**config.mk**
```make
export PLATFORM = sky130hd
export DESIGN_NAME = parking_gate_sequencer
export DESIGN_NICKNAME = d
export VERILOG_FILES = /design/src/rtl/parking_gate_sequencer.sv
export SDC_FILE = /design/constraint.sdc
export NUM_CORES = 1
export LEC_CHECK = 0
export CORE_MARGIN = 1.5
export CORE_UTILIZATION = 50
export DETAILED_ROUTE_END_ITERATION = 6
export PLACE_DENSITY_LB_ADDON = 0.15
export SYNTH_ARGS = -nofsm -noshare
export SYNTH_HDL_FRONTEND = slang
export SYNTH_SLANG_ARGS = --single-unit
```
**constraint.sdc**
```tcl
create_clock -name clock -period 2.5 [get_ports clock]
set_clock_uncertainty 0.15 [all_clocks]
set_input_delay 0.375 -clock clock [delete_from_list [all_inputs] [get_ports clock]]
set_output_delay 0.375 -clock clock [all_outputs]
set_load 0.05 [all_outputs]
```
**src/rtl/parking_gate_sequencer.sv**
```systemverilog
// parking_gate_sequencer: buffers gate park/retrieve requests in a small FIFO,
// issues them to the lot one at a time and reports each completion (or abort)
// back to the gate controller. Leakage alarms are forwarded as single pulses.
module parking_gate_sequencer #(
  parameter int DEPTH   = 4,
  parameter int TIMEOUT = 63
) (
  input  logic                     clock,
  input  logic                     reset,
  input  logic                     req_valid,
  output logic                     req_ready,
  input  logic [15:0]              req_plate,
  input  logic                     req_dir,
  output logic                     req_err,
  output logic [$clog2(DEPTH):0]   pending,
  output logic [15:0]              license_plate,
  output logic                     in_mode,
  output logic                     out_mode,
  input  logic [15:0]              lot_moving,
  input  logic [7:0]               lot_fee,
  input  logic                     leak_req,
  input  logic [2:0]               leak_floor_in,
  output logic                     leakage,
  output logic [2:0]               leakage_floor,
  output logic                     done_valid,
  output logic [15:0]              done_plate,
  output logic [7:0]               done_fee,
  output logic                     done_timeout
);

  localparam int              PW            = $clog2(DEPTH);
  localparam logic [PW:0]     FULL_COUNT    = (PW+1)'(DEPTH);
  localparam logic [7:0]      TIMEOUT_COUNT = 8'(TIMEOUT);

  typedef enum logic [2:0] {IDLE, ISSUE, WAIT_ON, WAIT_OFF, REPORT} state_t;

  state_t        state;
  state_t        next_state;
  logic [16:0]   fifo_mem [DEPTH];
  logic [PW-1:0] wr_ptr;
  logic [PW-1:0] rd_ptr;
  logic [PW:0]   count;
  logic [15:0]   cur_plate;
  logic          cur_dir;
  logic [7:0]    wait_count;
  logic          leak_req_d;
  logic          plate_ok;
  logic          push;
  logic          reject;
  logic          pop;
  logic          to_report;
  logic          timed_out;
  logic          leak_fire;

  assign req_ready = (count != FULL_COUNT);
  assign pending   = count;
  assign push      = req_valid && req_ready && plate_ok;
  assign reject    = req_valid && req_ready && !plate_ok;
  assign pop       = (state == IDLE) && (count != '0);
  assign leak_fire = leak_req && !leak_req_d && (leak_floor_in != 3'd0);

  // A plate is well-formed only if it is non-zero and every nibble is a decimal digit.
  always_comb begin
    plate_ok = (req_plate != 16'h0000);
    for (int i = 0; i < 4; i++) begin
      if (req_plate[i*4 +: 4] > 4'd9) plate_ok = 1'b0;
    end
  end

  // Request storage; entries are only meaningful between the pointers, so no reset is needed.
  always_ff @(posedge clock) begin
    if (push) fifo_mem[wr_ptr] <= {req_dir, req_plate};
  end

  // FIFO pointers wrap naturally at DEPTH; occupancy holds when push and pop coincide.
  always_ff @(posedge clock or negedge reset) begin
    if (!reset) begin
      wr_ptr <= '0;
      rd_ptr <= '0;
      count  <= '0;
    end else begin
      if (push) wr_ptr <= wr_ptr + 1'b1;
      if (pop)  rd_ptr <= rd_ptr + 1'b1;
      case ({push, pop})
        2'b10:   count <= count + 1'b1;
        2'b01:   count <= count - 1'b1;
        default: count <= count;
      endcase
    end
  end

  // Sequencer state register.
  always_ff @(posedge clock or negedge reset) begin
    if (!reset) state <= IDLE;
    else        state <= next_state;
  end

  // Next-state logic; an expired wait counter takes priority over lot progress.
  always_comb begin
    next_state = state;
    to_report  = 1'b0;
    timed_out  = 1'b0;
    case (state)
      IDLE:     if (count != '0) next_state = ISSUE;
      ISSUE:    next_state = WAIT_ON;
      WAIT_ON: begin
        if (wait_count == TIMEOUT_COUNT) begin
          next_state = REPORT;
          to_report  = 1'b1;
          timed_out  = 1'b1;
        end else if (lot_moving == cur_plate) begin
          next_state = WAIT_OFF;
        end
      end
      WAIT_OFF: begin
        if (wait_count == TIMEOUT_COUNT) begin
          next_state = REPORT;
          to_report  = 1'b1;
          timed_out  = 1'b1;
        end else if (lot_moving == 16'h0000) begin
          next_state = REPORT;
          to_report  = 1'b1;
        end
      end
      REPORT:   next_state = IDLE;
      default:  next_state = IDLE;
    endcase
  end

  // Current transaction register and the wait-state watchdog counter.
  always_ff @(posedge clock or negedge reset) begin
    if (!reset) begin
      cur_plate  <= '0;
      cur_dir    <= 1'b0;
      wait_count <= '0;
    end else begin
      if (pop) {cur_dir, cur_plate} <= fifo_mem[rd_ptr];
      if (state == ISSUE)
        wait_count <= '0;
      else if ((state == WAIT_ON) || (state == WAIT_OFF))
        wait_count <= wait_count + 1'b1;
    end
  end

  // Registered outputs: lot commands, completion report, reject flag and leakage forwarding.
  always_ff @(posedge clock or negedge reset) begin
    if (!reset) begin
      in_mode       <= 1'b0;
      out_mode      <= 1'b0;
      license_plate <= '0;
      done_valid    <= 1'b0;
      done_plate    <= '0;
      done_fee      <= '0;
      done_timeout  <= 1'b0;
      req_err       <= 1'b0;
      leak_req_d    <= 1'b0;
      leakage       <= 1'b0;
      leakage_floor <= '0;
    end else begin
      in_mode       <= (state == ISSUE) && !cur_dir;
      out_mode      <= (state == ISSUE) && cur_dir;
      license_plate <= (state == ISSUE) ? cur_plate : 16'h0000;
      done_valid    <= to_report;
      done_plate    <= to_report ? cur_plate : 16'h0000;
      done_fee      <= (to_report && !timed_out && cur_dir) ? lot_fee : 8'h00;
      done_timeout  <= timed_out;
      req_err       <= reject;
      leak_req_d    <= leak_req;
      leakage       <= leak_fire;
      leakage_floor <= leak_fire ? leak_floor_in : 3'd0;
    end
  end

endmodule

```
==> flow_results.org, run 1 <==
** Layout
- Final #Nets :: 563
- Design Area, Final :: 8110 µm²
- Synthesis-to-layout area growth :: 35.0%
- Of the cells placed in the final design, the portion with a size suffix greater than 1 is 0.205.
- Summing all multi-input logic gate instances after layout gives 1770 µm².
- FF/Latch Area :: 4170 µm²
- Layout fillers :: 772
- Count of non-filler cells in the finished layout :: 664
- 0 antenna diodes ended up in the layout.
- Final core utilization :: 0.701

** Place
- Port Buffer Count :: 100
- OpenSTA, run right after detailed placement, puts the worst setup slack at -0.427 ns.
- Final Wtd Congestion :: 0.774
- Number of placed instances with taps included :: 631
- Half-perimeter wire length after placement :: 7.93 mm
- Dpl cell area :: 7450 µm²

** Synthesis
- After synthesis, the share of flip-flops with an asynchronous set or reset is 0.556.
- Mapped Area :: 6010 µm²
- Seq/Total Area, Yosys :: 0.694
- Count of flip-flops with a built-in enable after synthesis :: 68
- Distinct cells, synth :: 42
- Synthesis inferred 153 register bits.
- The Yosys step of the flow raised 0 warnings.
- Post-synthesis cell count :: 365
- The number of nets in the synthesized netlist is 420.
- Syn_area_per_cell :: 16.5 µm²
- Most frequently used flop master after synthesis :: sky130_fd_sc_hd__dfrtp_1

** STA
- Final count of pins violating max slew :: 0
- Final hold analysis gives a worst-case slack of 0.165 ns.
- Worst slew slack as a fraction of its limit :: 0.644
- Worst Max-Slew Pin Slew :: 0.533 ns
- Setup repair after global routing left no endpoint under its margin.
- Total negative slack for setup checks :: 0 ns
- Hold violation count in the final report :: 0
- Timing would allow up to 418 MHz.
- The worst path meets setup with 0.110 ns of slack.
- Shortest period the worst path allows :: 2.39 ns
- In the finished design, the share of the clock period the worst path needs comes to 0.956.
- Setup violations remaining at the end of the flow were counted as 0.

** Worst hold path
- The startpoint identified for the worst hold timing path is req_plate[4].
- Along the worst hold path, the cell count comes to 2.
- The path with the worst hold slack has its endpoint at fifo_mem[1][4].
- The tightest min-delay check is of the in2reg type.

** Worst setup path
- Setup crit end kind :: flip-flop
- In this run the critical register-to-register path is captured at pending[2].
- The worst register-to-register path begins at pending[1].
- Number of cell instances on the worst register-to-register path :: 10
- For flop-to-flop paths, the worst setup slack is 0.18 ns.
- In this run the worst path has a maximum fanout of 5.
- The critical path is of the in2reg type.
- Tracing the worst setup path back leads to its startpoint at req_plate[14].
- Required time worst endpoint :: 2.65 ns
- At the worst endpoint, the arrival time is 2.54 ns.
- STA classifies the critical path startpoint as an input pin.

** Power
- Power comes to 6.01 mW.
- Peak VDD IR :: 0.000478 V
- For this design the static power due to leakage is 3.25 nW.
- Power spread over the standard cell area amounts to 742 nW/µm².

** Global route
- Total overflow reported by the global router :: 0
- Wire length of the first global-routing pass :: 18.5 mm
- The via count of the first global-routing pass is 3584.
- Antenna violations before repair :: 0
- For this run, the total global-route usage over all layers was measured as 0.197.
- Entering global routing, the biggest net connects 43 pins.

** Clock tree
- The clock passes through at most 2 buffers.
- TritonCTS built the clock tree.
- At the later pin of the worst-skew pair, clock insertion delay measures 0.42 ns.
- CTS built an H-tree with a depth of 4.
- After clock tree synthesis, the clock-pin slew on the worst setup and hold paths is 0.06 ns.
- Number of clock sinks seen by CTS :: 153
- Clk root buf :: sky130_fd_sc_hd__clkbuf_16
- Buffers inserted during clock tree synthesis total 17.
- Buffer count from post-CTS setup fixing :: 0

** Detailed routing
- The final route contains 3454 vias.
- Routed Antenna Nets :: 0
- Using the TritonRoute via totals, the vias-per-cell ratio works out to 5.20.
- Count of routing violations after the opening detailed-route iteration :: 112
- Wires add up to 11.4 mm.
- DR pass1 iterations :: 4
- Dividing the detail-routed wire length by the instance count gives 17.2 µm.
- Remaining routing DRC violations :: 0

** Die
- Core Box Area :: 11600 µm²
- The floorplan step set the die height to 113 µm.
- From left edge to right edge, the die measures 113 µm.
- For this configuration, the core starts out at a cell density of 0.520.
- Floorplan die area :: 12700 µm²
- For this design the top-level I/O count stands at 101.
- Row generation in the floorplan step produced 39 rows.

** Run status
- Run status :: finished clean

** Job
- Across the run, the number of max-cap violations was 0.
## layout by cell type (no fill, tap or decap), types with 2 or more instances in the layout
| master | count |
|---|---|
| sky130_fd_sc_hd__o21ai_0 | 7 |
| sky130_fd_sc_hd__nor2_1 | 11 |
| sky130_fd_sc_hd__ha_1 | 6 |
| sky130_fd_sc_hd__dfrtp_2 | 3 |
| sky130_fd_sc_hd__clkbuf_16 | 18 |
| sky130_fd_sc_hd__o21ai_1 | 8 |
| sky130_fd_sc_hd__mux4_2 | 17 |
| sky130_fd_sc_hd__xnor2_1 | 3 |
| sky130_fd_sc_hd__edfxtp_1 | 68 |
| sky130_fd_sc_hd__mux2_2 | 9 |
| sky130_fd_sc_hd__inv_1 | 8 |
| sky130_fd_sc_hd__nand3_1 | 6 |
| sky130_fd_sc_hd__dfrtp_1 | 82 |
| sky130_fd_sc_hd__mux2i_1 | 2 |
| sky130_fd_sc_hd__nand4_1 | 3 |
| sky130_fd_sc_hd__nor4_2 | 2 |
| sky130_fd_sc_hd__and2_1 | 47 |
| sky130_fd_sc_hd__nor4_4 | 4 |
| sky130_fd_sc_hd__clkbuf_8 | 4 |
| sky130_fd_sc_hd__nor2b_1 | 2 |
| sky130_fd_sc_hd__xor2_1 | 21 |
| sky130_fd_sc_hd__clkdlybuf4s50_1 | 95 |
| sky130_fd_sc_hd__nor3_1 | 2 |
| sky130_fd_sc_hd__mux2_1 | 8 |
| sky130_fd_sc_hd__clkinv_2 | 2 |
| sky130_fd_sc_hd__nor4_1 | 5 |
| sky130_fd_sc_hd__clkbuf_1 | 4 |
| sky130_fd_sc_hd__bufinv_16 | 3 |
| sky130_fd_sc_hd__buf_12 | 5 |
| sky130_fd_sc_hd__and3_1 | 2 |
| sky130_fd_sc_hd__buf_4 | 29 |
| sky130_fd_sc_hd__nand2_1 | 10 |
| sky130_fd_sc_hd__dlymetal6s2s_1 | 4 |
## worst max-delay path, cell delays in order
cell,delay (ns)
sky130_fd_sc_hd__clkdlybuf4s50_1,0.42
sky130_fd_sc_hd__buf_4,0.16
sky130_fd_sc_hd__o21ai_0,0.24
sky130_fd_sc_hd__nand4_1,0.18
sky130_fd_sc_hd__nor3_2,0.28
sky130_fd_sc_hd__inv_1,0.08
sky130_fd_sc_hd__ha_1,0.21
sky130_fd_sc_hd__inv_1,0.07
sky130_fd_sc_hd__fa_1,0.17
sky130_fd_sc_hd__xor2_1,0.15
sky130_fd_sc_hd__nor2_1,0.07
sky130_fd_sc_hd__xor2_1,0.14
## worst max-delay path by stage
stage | endpoint | cells after the start
5_1_grt | pending[2] | 12
6_report | pending[2] | 12
3_5_place_dp | pending[2] | 12
3_3_place_gp | pending[2] | 12
4_1_cts | req_ready | 2
2_1_floorplan | pending[2] | 10
## sequential cells by signal (all words and copies together), names as in the netlist, 2 cells and up
name / count
state: 3
fifo_mem: 68
pending: 3
wr_ptr: 2
license_plate: 16
cur_plate: 16
done_plate: 16
leakage_floor: 3
wait_count: 8
rd_ptr: 2
done_fee: 8
## logic make-up after synthesis
kind of cell / Yosys count / share of synthesized area
fa+ha+maj: 7 / 0.0158
buf+inv: 18 / 0.0146
flops: 153 / 0.694
simple gates: 104 / 0.116
xor+xnor: 24 / 0.0350
compound gates: 23 / 0.0256
mux: 36 / 0.0989
## Yosys cell counts, types with 3 or more instances
cell	instances	area share
sky130_fd_sc_hd__and2_1	47	0.049
sky130_fd_sc_hd__xor2_1	21	0.031
sky130_fd_sc_hd__nor4_1	7	0.0073
sky130_fd_sc_hd__xnor2_1	3	0.0044
sky130_fd_sc_hd__nand2_1	11	0.0069
sky130_fd_sc_hd__nor4_4	4	0.014
sky130_fd_sc_hd__edfxtp_1	68	0.34
sky130_fd_sc_hd__clkbuf_1	4	0.0025
sky130_fd_sc_hd__mux2_1	8	0.015
sky130_fd_sc_hd__dfrtp_1	85	0.35
sky130_fd_sc_hd__o21ai_1	8	0.0067
sky130_fd_sc_hd__mux2_2	9	0.017
sky130_fd_sc_hd__mux4_2	17	0.064
sky130_fd_sc_hd__buf_2	4	0.0033
sky130_fd_sc_hd__nor2_1	11	0.0069
sky130_fd_sc_hd__nand4_1	3	0.0031
sky130_fd_sc_hd__o21ai_0	7	0.0058
sky130_fd_sc_hd__inv_1	8	0.0050
sky130_fd_sc_hd__ha_1	6	0.012
sky130_fd_sc_hd__nand3_1	6	0.0050
## area by class of cell
cell class,instances,share of cell area
well taps,143,0.0221
inverters,8,0.00370
repair buffers,134,0.164
flip-flops and latches,153,0.514
multi-input cells,194,0.219
clock buffers,26,0.0642
clock inverters,6,0.0133
## power by group
group	internal [mW]	switching, mW	total [mW]
registers	2.73	0.0600	2.79
clock network	1.73	0.913	2.64
logic	0.251	0.328	0.579
total	4.71	1.30	6.01
## per-layer routing
metal	up-vias	share of wire	global-route usage
li1	1624	-	-
met1	1700	0.44	0.255
met2	112	0.49	0.314
met3	18	0.056	0.0556
met4	0	0.018	0.0844
met5	-	0	0
## repair_timing
item / CTS / global route
setup endpoints to repair: 0 / 2
gates resized for setup: 0 / 8
hold buffers: 1 / 0
endpoints found under the hold margin: 40 / 0
Note: power is estimated with default switching activity, not from simulation.
==> inputs of run 2 (changes only) <==
TNS_END_PERCENT = 10   (was not set)
==> results of run 2 <==
Same layout as run 1: the final DEF is identical, and so are final timing and power.
